===== config.mk =====
export PLATFORM = sky130hd
export DESIGN_NAME = rcc_rst_gen
export DESIGN_NICKNAME = d
export VERILOG_FILES = /design/src/rtl/rcc_rst_gen.sv
export SDC_FILE = /design/constraint.sdc
export NUM_CORES = 1
export LEC_CHECK = 0
export CORE_ASPECT_RATIO = 1.1
export CORE_MARGIN = 4
export CORE_UTILIZATION = 50
export CTS_CLUSTER_DIAMETER = 60
export DETAILED_ROUTE_END_ITERATION = 16
export GPL_TIMING_DRIVEN = 0
export PLACE_DENSITY_LB_ADDON = 0.15
export SLEW_MARGIN = 20
export SYNTH_ARGS = -nofsm -noshare
export SYNTH_HDL_FRONTEND = slang
export SYNTH_SLANG_ARGS = --single-unit

===== constraint.sdc =====
create_clock -name sys_clk -period 2.3 [get_ports sys_clk]
set_input_delay 0.345 -clock sys_clk [delete_from_list [all_inputs] [get_ports sys_clk]]
set_output_delay 0.345 -clock sys_clk [all_outputs]
set_load 0.005 [all_outputs]

===== src/rtl/rcc_rst_gen.sv =====
// rcc_rst_gen: system reset generator for the RCC.
// Merges the pad, software, watchdog and low-power reset sources into one
// registered active-low reset request (rst_gen_n). The request is stretched
// to a minimum width and the NRST pad is driven. Release happens only after
// every source has stayed quiet for a settle window. Sticky reset-cause flags
// are kept, and only power-on (sys_rst_n) or an explicit rmvf clears them.
//
// Parameter constraints, which are not checked at elaboration:
//   RST_STRETCH >= 2, SETTLE_CYCLES >= 1,
//   CNT_W must hold max(RST_STRETCH, SETTLE_CYCLES) - 1.
module rcc_rst_gen #(
    parameter int RST_STRETCH   = 32,
    parameter int SETTLE_CYCLES = 4,
    parameter int CNT_W         = 6
) (
    input  logic       sys_clk,
    input  logic       sys_rst_n,
    input  logic       pin_rst_n_sync,
    input  logic       sft_rst_req,
    input  logic       iwdg_rst_req,
    input  logic       wwdg_rst_req,
    input  logic       lpwr_rst_req,
    input  logic       rmvf,
    output logic       rst_gen_n,
    output logic       nrst_out_n,
    output logic       rst_busy,
    output logic [5:0] rsr_flags
);

    typedef enum logic [1:0] {
        ST_IDLE   = 2'd0,
        ST_ASSERT = 2'd1,
        ST_HOLD   = 2'd2
    } state_e;

    localparam int NUM_FLAGS = 6;
    localparam int FLAG_POR  = 0;
    localparam int FLAG_PIN  = 1;
    localparam int FLAG_SRC0 = 2;   // first of the four request-source flags

    localparam logic [CNT_W-1:0]     STRETCH_LAST = CNT_W'(RST_STRETCH - 1);
    localparam logic [CNT_W-1:0]     SETTLE_LAST  = CNT_W'(SETTLE_CYCLES - 1);
    localparam logic [CNT_W-1:0]     CNT_ONE      = CNT_W'(1);
    localparam logic [NUM_FLAGS-1:0] FLAGS_POR    = NUM_FLAGS'(1) << FLAG_POR;

    // Registered state and outputs
    state_e               state_q;
    logic [CNT_W-1:0]     cnt_q;
    logic                 rst_gen_n_q;
    logic                 nrst_out_n_q;
    logic                 rst_busy_q;
    logic [NUM_FLAGS-1:0] flags_q;
    logic [NUM_FLAGS-1:0] flags_d;

    // Decoded request conditions
    logic [3:0]           src_req;
    logic                 req_any;
    logic                 quiet;
    logic                 in_idle;
    logic                 start_req;
    logic                 flag_clr;
    logic [NUM_FLAGS-1:0] flag_evt;

    // Source order matches the flag layout: SFT, IWDG, WWDG, LPWR.
    assign src_req = {lpwr_rst_req, wwdg_rst_req, iwdg_rst_req, sft_rst_req};

    // Combine the sources and decide what this cycle's events are
    always_comb begin
        in_idle   = (state_q == ST_IDLE);
        req_any   = |src_req;
        quiet     = pin_rst_n_sync & ~req_any;
        start_req = in_idle & (req_any | ~pin_rst_n_sync);
        // rmvf is honoured only outside a reset sequence, so it can never
        // erase the cause of a reset that is still in progress.
        flag_clr  = in_idle & rmvf;
        flag_evt  = '0;
        flag_evt[FLAG_SRC0 +: 4] = src_req;
        // Outside IDLE a low pad is the block's own drive, or its slow
        // feedback, so it never counts as an external pin reset.
        flag_evt[FLAG_PIN] = in_idle & ~pin_rst_n_sync;
    end

    // Per-flag next state: either rebuilt from this cycle's events on a
    // clear, or accumulated. POR has no event source and so can only be
    // cleared here.
    generate
        for (genvar gi = 0; gi < NUM_FLAGS; gi++) begin : g_flag
            assign flags_d[gi] = flag_clr ? flag_evt[gi]
                                          : (flags_q[gi] | flag_evt[gi]);
        end
    endgenerate

    // Sticky reset-cause flags; only power-on reset reloads POR
    always_ff @(posedge sys_clk or negedge sys_rst_n) begin
        if (!sys_rst_n) begin
            flags_q <= FLAGS_POR;
        end else begin
            flags_q <= flags_d;
        end
    end

    // Reset sequencing FSM with registered outputs
    always_ff @(posedge sys_clk or negedge sys_rst_n) begin
        if (!sys_rst_n) begin
            state_q      <= ST_ASSERT;
            cnt_q        <= '0;
            rst_gen_n_q  <= 1'b0;
            nrst_out_n_q <= 1'b0;
            rst_busy_q   <= 1'b1;
        end else begin
            case (state_q)
                ST_IDLE: begin
                    if (start_req) begin
                        state_q      <= ST_ASSERT;
                        cnt_q        <= '0;
                        rst_gen_n_q  <= 1'b0;
                        nrst_out_n_q <= 1'b0;
                        rst_busy_q   <= 1'b1;
                    end
                end
                ST_ASSERT: begin
                    // The stretch runs to its end regardless of new requests.
                    // Requests seen here only add their flags.
                    if (cnt_q == STRETCH_LAST) begin
                        state_q      <= ST_HOLD;
                        cnt_q        <= '0;
                        nrst_out_n_q <= 1'b1;
                    end else begin
                        cnt_q <= cnt_q + CNT_ONE;
                    end
                end
                ST_HOLD: begin
                    // Any activity restarts the settle window. A stuck
                    // source therefore holds the system in reset.
                    if (!quiet) begin
                        cnt_q <= '0;
                    end else if (cnt_q == SETTLE_LAST) begin
                        state_q     <= ST_IDLE;
                        cnt_q       <= '0;
                        rst_gen_n_q <= 1'b1;
                        rst_busy_q  <= 1'b0;
                    end else begin
                        cnt_q <= cnt_q + CNT_ONE;
                    end
                end
                default: begin
                    state_q      <= ST_ASSERT;
                    cnt_q        <= '0;
                    rst_gen_n_q  <= 1'b0;
                    nrst_out_n_q <= 1'b0;
                    rst_busy_q   <= 1'b1;
                end
            endcase
        end
    end

    assign rst_gen_n  = rst_gen_n_q;
    assign nrst_out_n = nrst_out_n_q;
    assign rst_busy   = rst_busy_q;
    assign rsr_flags  = flags_q;

endmodule

==> results.cfg <==
[worst_setup_path]
slowest_delay_ps = 650
worstPathCellList = inv_1 > ha_1 > nand2_1 > nor2_4 > or4_2 > a22oi_2
critPathArrivalTime_ps = 2190
crit_type = flip-flop to flip-flop
slowest_stage = or4_2
required_ps = 2530
critPathCaptureType = flip-flop
critical_path.startpoint_type = flip-flop
path_max_fanout = 5

[clock_network]
cts_max_level = 1
worstSkewPairLatency_ps = 300
path_clk_slew_ps = 110
cts-root-buf = clkbuf_4
cts_tree = built
cts_resized = 0
numCtsBuffers = 3
holdBufCountCts = 0
cts.sinks = 17
cts_setup_buffers = 0
clock_path_buffers = 2

[grt]
grt_pass1_vias = 772
grt_pass1_wl_um = 3463
grt_usage_pct = 17.90
antenna_found_initial = 0
grt_max_degree = 18
globalRouteOverflowTotal = 0

[layout]
final_cell_mix = clkdlybuf4s50_1 (16), dfrtp_1 (14), nand2_1 (11)
layout_commonest_cell = clkdlybuf4s50_1
final_nets = 119
antenna_cells = 0
fillCellCount = 139
final_layout_size_suffix_gt1_share_pct = 17.92
final_core_util_pct = 67.88
syn2layout_area_growth_pct = 22.91

[synthesis]
yosys.area_share.xor_xnor_pct = 0
synth_area_leaders = dfrtp_1 (38%), dfstp_2 (8.6%), ha_1 (5.5%), nand2_1 (4.5%), nor3_1 (2.7%)
syn-num-nets = 98
synthCells = 86
synth_top_family_by_area = compound AO/OA/AOI/OAI gates
synth.distinct_cells = 39
syn-cell-area_um2 = 912.1
syn_area_per_cell_um2 = 10.61
synthDominantCellAreaShare_pct = 38.41
synth_top_flop_cell = dfrtp_1
synth_top_area_cell = dfrtp_1
ys_ff_latch = 17
synthArstFlopShare_pct = 100.0
synth_edf_count = 0
synth_fa_ha_area_share_pct = 5.487
synth_warnings = 0
yosysSeqAreaShare_pct = 47.05
synth-compound-area-share_pct = 21.12
synthMuxAreaShare_pct = 1.097
synth-simple-area-share_pct = 20.44

[place]
dp_hpwl_um = 1550
place_congestion = 0.9032
portBuffers = 16

[sta]
relSlewSlack_pct = 48.75
whs_ps = 481.6
skew_ps = 1.097
finalSetupViolCount = 0
finalCriticalPeriod_ps = 1963
finalHoldViolCount = 0
fmax_ghz = 0.5096
period_share_pct = 85.33
final-max-slew-violation-count = 0
tightest_slew_ps = 766.3
rsz0062_at_grt = false
timing.setup.tns_ps = 0

[detailed_routing]
wl_per_cell_um = 16.79
firstDrtPassIters = 4
viasPerCell = 6.089
drtIter0Drc = 18
antenna_left = 0
vias = 749
routed_wl_um = 2065
drcViolationCount = 0

[floorplanning]
design.core.area_mm2 = 0.001652
die_h_um = 52.80
ios = 17
die_x_um = 48.73
initial_core_util_pct = 55.23
rows = 15
fp.dieArea_mm2 = 0.002572

[worst_hold_path]
hold_path_class = input pin to async pin

[power]
powerDensity_mw_per_mm2 = 476.5
peakVddDrop_v = 0.0003732
cellLeakagePower_nw = 0.4509
p_total_uw = 534.2

[status]
status = finished clean

[flow_run]
maxCapViolCount = 0
worst max-delay path: cells and delay by family, from the launching register on:
family | cells | cell delay (ps)
AOI/OAI and AO/OA | 1 | 160
DFF | 1 | 550
buffers and inverters | 1 | 60
and+or+nand+nor | 3 | 870
adders and majority gates | 1 | 260
state kept, by name, summed over array words and instances (netlist names):
register    flops
state_q         2
rst_gen_n       1
rsr_flags       6
cnt_q           6
rst_busy        1
nrst_out_n      1
layer usage:
metal | wire length [um] | vias to the layer above | track usage (%)
li1 | - | 358 | -
met1 | 907 | 373 | 20.32
met3 | 71 | 4 | 4.274
met2 | 1035 | 14 | 29.35
met4 | 51 | 0 | 13.00
met5 | 0 | - | 0
area by class of cell:
type                       instances  area [um2]  share of cell area (%)
buffer                             3       28.78                   2.567
clock buffer                       3       22.52                   2.009
clock inverter                     1       5.005                  0.4464
inverter                           4       15.01                   1.339
multi-input combinational         62       439.2                   39.17
sequential                        17       429.2                   38.28
tap                               17       21.27                   1.897
timing repair buffer              16       160.2                   14.29
final timing paths:
check / from / to / slack [ps] / depth (start not counted)
min in group sys_clk: rsr_flags[2]$_DFF_PN0_ / rsr_flags[2]$_DFF_PN0_ / 480 / 1
worst max-delay path: state_q[0]$_DFFE_PN1P_ / cnt_q[5]$_DFFE_PN0P_ / 340 / 6
max in group asynchronous: sys_rst_n / cnt_q[3]$_DFFE_PN0P_ / 1340 / 1
worst min-delay path: sys_rst_n / nrst_out_n$_DFFE_PN0P_ / 480 / 1
worst max register to register: state_q[0]$_DFFE_PN1P_ / cnt_q[5]$_DFFE_PN0P_ / 340 / 6
worst min register to register: rsr_flags[2]$_DFF_PN0_ / rsr_flags[2]$_DFF_PN0_ / 480 / 1
Yosys cell counts (2+ instances only):
master and number:
ha_1 4, o32a_2 2, dfrtp_1 14, nand4_1 2
dfstp_2 3, o21ai_0 3, nand3_1 4, inv_1 4
nand2_1 11, nor2_4 2, a21oi_1 2, a21o_1 3
nor3_1 5, a31oi_1 2
metrics by stage:
step,instances,instance area (um2),setup slack (ps)
after floorplan,86,912.1,464.7
after global placement,119,1094,145.0
after detailed placement,119,1094,143.4
after CTS,123,1121,324.1
after global routing,123,1121,258.6
final,123,1121,337.5
cell families after synthesis:
| family | Yosys count |
|---|---|
| mux | 1 |
| buf+inv | 7 |
| compound gates | 24 |
| simple gates | 33 |
| flops | 17 |
| fa+ha+maj | 4 |
power breakdown:
group | internal (mW) | switching [mW] | leakage [nW]
registers | 0.304 | 0.00297 | 0.194
logic | 0.0278 | 0.0275 | 0.240
clock network | 0.0649 | 0.107 | 0.0177
No activity file was read; power rests on OpenSTA's default activity.
